### src/rtl/alu181_pkg.sv
// alu181_pkg
// Shared types and constants for the nibble-serial 74181 slice sequencer.
//   alu_state_t : sequencer FSM state encoding
//   SLICE_W     : data width of one 74181 slice
//   S_* / M_*   : select/mode pairs for the common operations
package alu181_pkg;

    localparam int SLICE_W = 4;

    typedef enum logic [1:0] {
        IDLE = 2'd0,
        RUN  = 2'd1,
        DONE = 2'd2
    } alu_state_t;

    localparam logic [3:0] S_ADD      = 4'b1001;
    localparam logic       M_ADD      = 1'b0;
    localparam logic [3:0] S_XOR      = 4'b0110;
    localparam logic       M_XOR      = 1'b1;
    localparam logic [3:0] S_AMINUSB  = 4'b0110;
    localparam logic       M_AMINUSB  = 1'b0;

endpackage

### src/rtl/alu181_slice_sequencer.sv
// alu181_slice_sequencer
// Time-shares one external 4-bit 74181 slice to execute a W = 4*NIBBLES bit
// operation, one nibble per cycle, LSB first, with the slice carry-out
// registered and fed back as the next nibble's carry-in.
//
// Ports:
//   clk, rst_n, ena          clock, synchronous active-low reset, clock enable
//   cmd_valid/cmd_ready      command handshake (cmd_a, cmd_b, cmd_s, cmd_m, cmd_cn)
//   alu_a/b/s/m/cn           drive to the external slice (zero outside RUN)
//   alu_f/alu_cn4/alu_eq     slice results, combinational from alu_*
//   rsp_valid/rsp_ready      response handshake (rsp_f, rsp_cout, rsp_eq, rsp_zero)
//   busy                     high in RUN and DONE
//
// state | meaning
// IDLE  | waiting for a command, cmd_ready high
// RUN   | driving nibble idx to the slice, capturing its result and carry
// DONE  | holding the assembled response until rsp_ready
module alu181_slice_sequencer
    import alu181_pkg::*;
#(
    parameter int NIBBLES = 2
) (
    input  logic                         clk,
    input  logic                         rst_n,
    input  logic                         ena,

    input  logic                         cmd_valid,
    output logic                         cmd_ready,
    input  logic [SLICE_W*NIBBLES-1:0]   cmd_a,
    input  logic [SLICE_W*NIBBLES-1:0]   cmd_b,
    input  logic [3:0]                   cmd_s,
    input  logic                         cmd_m,
    input  logic                         cmd_cn,

    output logic [3:0]                   alu_a,
    output logic [3:0]                   alu_b,
    output logic [3:0]                   alu_s,
    output logic                         alu_m,
    output logic                         alu_cn,
    input  logic [3:0]                   alu_f,
    input  logic                         alu_cn4,
    input  logic                         alu_eq,

    output logic                         rsp_valid,
    input  logic                         rsp_ready,
    output logic [SLICE_W*NIBBLES-1:0]   rsp_f,
    output logic                         rsp_cout,
    output logic                         rsp_eq,
    output logic                         rsp_zero,

    output logic                         busy
);

    localparam int W     = SLICE_W * NIBBLES;
    localparam int IDX_W = (NIBBLES > 1) ? $clog2(NIBBLES) : 1;
    localparam logic [IDX_W-1:0] IDX_LAST = IDX_W'(NIBBLES - 1);

    alu_state_t       state_q, state_d;
    logic [IDX_W-1:0] idx_q,   idx_d;
    logic [W-1:0]     a_q,     a_d;
    logic [W-1:0]     b_q,     b_d;
    logic [3:0]       s_q,     s_d;
    logic             m_q,     m_d;
    logic             carry_q, carry_d;
    logic             eq_q,    eq_d;
    logic [W-1:0]     f_q,     f_d;

    always_comb begin
        state_d   = state_q;
        idx_d     = idx_q;
        a_d       = a_q;
        b_d       = b_q;
        s_d       = s_q;
        m_d       = m_q;
        carry_d   = carry_q;
        eq_d      = eq_q;
        f_d       = f_q;

        cmd_ready = 1'b0;
        rsp_valid = 1'b0;
        alu_a     = 4'd0;
        alu_b     = 4'd0;
        alu_s     = 4'd0;
        alu_m     = 1'b0;
        alu_cn    = 1'b0;

        case (state_q)
            IDLE: begin
                cmd_ready = 1'b1;
                if (cmd_valid) begin
                    a_d     = cmd_a;
                    b_d     = cmd_b;
                    s_d     = cmd_s;
                    m_d     = cmd_m;
                    carry_d = cmd_cn;
                    idx_d   = '0;
                    eq_d    = 1'b1;
                    state_d = RUN;
                end
            end
            RUN: begin
                alu_a   = a_q[SLICE_W*idx_q +: SLICE_W];
                alu_b   = b_q[SLICE_W*idx_q +: SLICE_W];
                alu_s   = s_q;
                alu_m   = m_q;
                alu_cn  = carry_q;
                f_d[SLICE_W*idx_q +: SLICE_W] = alu_f;
                // Carry stays in raw 74181 polarity; it is never inverted here.
                carry_d = alu_cn4;
                eq_d    = eq_q & alu_eq;
                if (idx_q == IDX_LAST) begin
                    state_d = DONE;
                end else begin
                    idx_d = idx_q + 1'b1;
                end
            end
            DONE: begin
                rsp_valid = 1'b1;
                if (rsp_ready) begin
                    state_d = IDLE;
                end
            end
            default: begin
                state_d = IDLE;
            end
        endcase
    end

    // Handshakes qualify on ena implicitly: nothing commits unless ena is high.
    always_ff @(posedge clk) begin
        if (!rst_n) begin
            state_q <= IDLE;
            idx_q   <= '0;
            a_q     <= '0;
            b_q     <= '0;
            s_q     <= 4'd0;
            m_q     <= 1'b0;
            carry_q <= 1'b0;
            eq_q    <= 1'b0;
            f_q     <= '0;
        end else if (ena) begin
            state_q <= state_d;
            idx_q   <= idx_d;
            a_q     <= a_d;
            b_q     <= b_d;
            s_q     <= s_d;
            m_q     <= m_d;
            carry_q <= carry_d;
            eq_q    <= eq_d;
            f_q     <= f_d;
        end
    end

    assign rsp_f    = f_q;
    assign rsp_cout = carry_q;
    assign rsp_eq   = eq_q;
    assign rsp_zero = ~|f_q;
    assign busy     = (state_q == RUN) || (state_q == DONE);

endmodule

### config.mk
export PLATFORM = sky130hd
export DESIGN_NAME = alu181_slice_sequencer
export DESIGN_NICKNAME = d
export VERILOG_FILES = /design/src/rtl/alu181_pkg.sv /design/src/rtl/alu181_slice_sequencer.sv
export SDC_FILE = /design/constraint.sdc
export NUM_CORES = 1
export LEC_CHECK = 0
export CORE_ASPECT_RATIO = 0.5
export CORE_MARGIN = 5
export CORE_UTILIZATION = 45
export DETAILED_ROUTE_END_ITERATION = 16
export PLACE_DENSITY_LB_ADDON = 0.1
export SLEW_MARGIN = 10
export SYNTH_ARGS = -nofsm -noshare
export SYNTH_HDL_FRONTEND = slang
export SYNTH_SLANG_ARGS = --single-unit
### constraint.sdc
create_clock -name clk -period 3.7 [get_ports clk]
set_input_delay 0.74 -clock clk [delete_from_list [all_inputs] [get_ports clk]]
set_output_delay 0.74 -clock clk [all_outputs]
set_load 0.03 [all_outputs]
* After elaboration in Yosys (flattened, before gate mapping) *
Index checks and enable logic that the tools add are counted.
W data, S select, Z words.

word-level totals
  output and inout bits = 28
  input port bits = 33
  logic and storage cells = 49
  bits in registers = 34

operators by class
  shift-type cells = 4
  reductions and logical operators = 9
  eq/ne operators = 5
  bitwise operators = 1
  multiplexer cells = 19
  $add $sub $neg = 2

operators with widths
  operator                  count
  $neg A3 Y34               1
  $shift A4 B34 Y8 const A  1
  $shiftx A4 B34 Y8         1
  $shiftx A8 B4 Y4          2
  $mux W4                   3
  $bwmux W8                 1
  $mux W1                   8
  $reduce_or A8 Y1          1
  $mux W2                   3
  $ne A2 B2 Y1 const B      3
  $pmux W1 S2               3
  $pmux W2 S3               1
  $reduce_and A3 Y1         2
  $reduce_and A4 Y1         1
  $eq A2 B1 Y1 const B      1
  $eq A2 B2 Y1 const B      1
  $logic_not A2 Y1          1
  $reduce_and A2 Y1         1
  $reduce_bool A2 Y1        1
  $add A1 B1 Y1 const B     1
  $and A1 B1 Y1             1
  $logic_not A1 Y1          1
  $logic_or A1 B1 Y1        1

* Depth between registers and ports, before layout *
  depth in word-level cells = 3
  mapped depth = 6
  depth with buffers taken out = 5

* Worst setup path before layout *
OpenSTA, ideal clock, no wires.

  path kind = register -> output
  from = register state_q[1]
  to = output port alu_a[1]
  data required time = 2.960 ns
  stages on the path, launching flop included = 6
  slack = 1.533 ns
  data arrival time = 1.427 ns
  path buffers = 2
  cells stage by stage = dfxtp_1 > inv_1 > ha_1 > clkbuf_1 > clkbuf_1 > nor2b_1

on the way
  word-level cells in the longest chain between the ends = 2

ends and longest elaborated chain
  what                    line                           RTL
  from (decl)             alu181_slice_sequencer.sv:58   alu_state_t state_q, state_d;
  from (signal assigned)  alu181_slice_sequencer.sv:142  state_q <= state_d;
  $eq A2 B1 Y1            alu181_slice_sequencer.sv:87   case (state_q)
  $mux W4                 alu181_slice_sequencer.sv:87
  to (decl)               alu181_slice_sequencer.sv:35   output logic [3:0] alu_a,

Every way passes these cells.

* Worst setup path in the final report *
  from = register state_q[1]
  to = output port alu_a[0]

The elaborated chain is that of the path after synthesis.

==> metrics.txt <==
Final Max Slew Viols 0; clock latency on the worst-skew pair 0.29 ns; non-filler cells, final 280; DP Cell Count 272; crit-path cells inv_1 > ha_1 > nor2b_1 > clkdlybuf4s50_1; ant diodes 0; NetSw 0.000233 W; IO Count 61; status complete, no violations; Area contributors post-synth dfxtp_1 (45%), mux2i_1 (13%), nand2_1 (12%); Yosys warnings 0; clock share of power 38.9%; reg-to-reg critical path endpoint rsp_f[4]$_SDFFE_PN0P_; delay of the slowest critical-path stage 0.69 ns; worst vdd ir 0.212 mV; Worst Setup SP state_q[1]$_SDFFE_PN0P_; RSZ-0062 raised after global routing no; Critical Path Stages 4; H-tree Lvls 2; Power Total 0.000893 W; minimum clock period 2.88 ns; WL final 3730 um; Setup crit end alu_a[0]; Rows 14; count leader, synth nand2_1; largest net degree at the start of global routing 23; Initial Utilization 48.8%; CTS tree yes; synth cell count leaders nand2_1 (48), dfxtp_1 (34), a21oi_1 (21); Syn Area/Cell 8.40 sq um; CP Data Required Time 2.96 ns; crit path DAT 2.14 ns; dpl hpwl 2750 um; r2r setup slk 1.95 ns; Worst Skew 0.00750 ns; top-area cell type share of the netlist area 44.8%; setup total negative slack 0 ns; number of flops mapped to enable cells by yosys 0; Synth Flop Type dfxtp_1; total track usage 16.7%; kind of critical path reg2out; Sw Ratio 26.1%; cell-internal power 0.000661 W; # port buffers 60; Vias/cell 5.03; die area 0.00471 sq mm; reg-to-reg critical path startpoint state_q[1]$_SDFFE_PN0P_; initial antenna violation count 0; routed via count 1,407; FF+latch count, synth 34; Startpoint Class flop; Synth async-reset ratio 0%; worst path buffer plus inverter count 2; Total Nets Final 276; clk sink count 34; Slew @ Worst Pin 0.732 ns; Layout area overhead 48.2%; Die Ht 51.1 um; Synth cell types 23; first-pass GRT wire length 6270 um; Gates resized, CTS repair 0; area leader, netlist dfxtp_1; vias in the first global route 1,374; share of post-route cells with drive strength above 1 5.42%; Cell Area, Synth 0.00152 sq mm; DR WL/cell 13.3 um; cts-stage hold buffer count 0; antenna viol nets, final 0; drt pass-1 iters 4; post-synthesis sequential area ratio 44.8%; Crit path max-delay family buffers and inverters; worst relative slew slack 51.2%; Num CTS Buffers 5; sequential power share 44.1%; Max Cap Viol 0; total gr overflow 0; Core Footprint 0.00312 sq mm; Tcrit/Tclk final 77.9%; clock-pin transition on the worst setup and hold timing paths 0.08 ns; clk buf depth 2; initial DRC count 70; largest fanout on the critical path 18; post-layout instance area 0.00225 sq mm; Hold WC Path Type reg2reg; Final setup viols 0; Fmax 0.347 GHz; CP Capture Type output port; root buf cell clkbuf_8; Gate power share 17.0%; synthesized net count 218; DRC viols 0; Final Hold Viols 0; R2R cell count 5; Post CTS Setup Buffer Count 0; die width 92.2 um; cell count after synthesis 181; Leakage Power 0.864 nW; Power Dens Cells 397 mW/mm^2; Post-DP Area 0.00214 sq mm; Routability Congestion 0.850; slowest CP cell clkdlybuf4s50_1
## registers in the layout, summed over array words and instances, names as in the netlist
register,cells
a_q,8
b_q,8
idx_q,1
m_q,1
rsp_cout,1
rsp_eq,1
rsp_f,8
s_q,4
state_q,2
## layer usage
layer / vias to the layer above / share of wire, % / track usage (%)
met4: 0 / 1.1 / 5.17
li1: 707 / - / -
met3: 5 / 6.1 / 7.04
met5: - / 0 / 0
met2: 34 / 47 / 29.3
met1: 661 / 45 / 18.8
## kinds of logic (layout without fill, tap and decap cells)
family          count (synthesis)  count (layout)  share of synthesized area [%]
buf+inv                        14              73                           3.79
mux                            20              20                           13.3
fa+ha+maj                       4               4                           3.29
simple gates                   85              85                           26.4
flops                          34              34                           44.8
compound gates                 24              24                           8.48
## through the flow
| stage | utilization (%) | hold WS, ns | setup slack [ns] |
|---|---|---|---|
| after global routing | 72.3 | 0.474 | 0.671 |
| after CTS | 72.3 | 0.454 | 0.780 |
| after detailed placement | 68.6 | 0.444 | 1.10 |
| final | 72.3 | 0.454 | 0.817 |
| after floorplan | - | 0.432 | 1.53 |
| after global placement | 68.6 | 0.440 | 1.15 |
## worst min-delay path by stage
stage	startpoint	endpoint	slack, ns	depth (start not counted)
2_1_floorplan	m_q$_SDFFE_PN0P_	m_q$_SDFFE_PN0P_	0.43	2
3_3_place_gp	s_q[0]$_SDFFE_PN0P_	s_q[0]$_SDFFE_PN0P_	0.44	2
3_5_place_dp	s_q[1]$_SDFFE_PN0P_	s_q[1]$_SDFFE_PN0P_	0.44	2
4_1_cts	s_q[1]$_SDFFE_PN0P_	s_q[1]$_SDFFE_PN0P_	0.45	2
5_1_grt	s_q[1]$_SDFFE_PN0P_	s_q[1]$_SDFFE_PN0P_	0.47	2
6_report	m_q$_SDFFE_PN0P_	m_q$_SDFFE_PN0P_	0.45	2
## power by group through the flow
| stage | sequential, W | clock [W] | combinational [W] |
|---|---|---|---|
| after floorplan | 0.000406 | 0 | 0.0000801 |
| after global placement | 0.000402 | 0 | 0.000151 |
| after detailed placement | 0.000403 | 0 | 0.000153 |
| after CTS | 0.000395 | 0.000350 | 0.000154 |
| after global routing | 0.000397 | 0.000371 | 0.000164 |
| final | 0.000394 | 0.000347 | 0.000152 |
## tightest hold or removal path: cells and delay by family (launching register included)
family,cells,cell delay [ns]
flip-flops,1,0.31
AND/OR/NAND/NOR,1,0.05
AO/OA/AOI/OAI,1,0.05
## final cells by class
cell class / instances / area, sq um
Clock buffer: 5 / 68.8
Fill cell: 247 / 865
Multi-Input combinational cell: 133 / 782
Timing Repair Buffer: 62 / 616
Inverter: 3 / 11.3
Tap cell: 40 / 50.0
Sequential cell: 34 / 681
Clock inverter: 3 / 45.0
## cells in the final DEF, fill, tap and decap left out, drive strengths merged
master	count
mux2i	19
nor4b	1
o22ai	1
clkbuf	5
ha	4
nor3b	2
mux2	1
or4	2
o32ai	1
nand2	48
a31o	1
buf	2
or3	1
bufinv	1
clkinvlp	2
and3	1
clkdlybuf4s50	60
a21oi	21
nand2b	1
dfxtp	34
nor2	9
inv	3
and2	6
nand3b	1
nor2b	11
nand3	2
No activity file was read; power rests on OpenSTA's default activity.
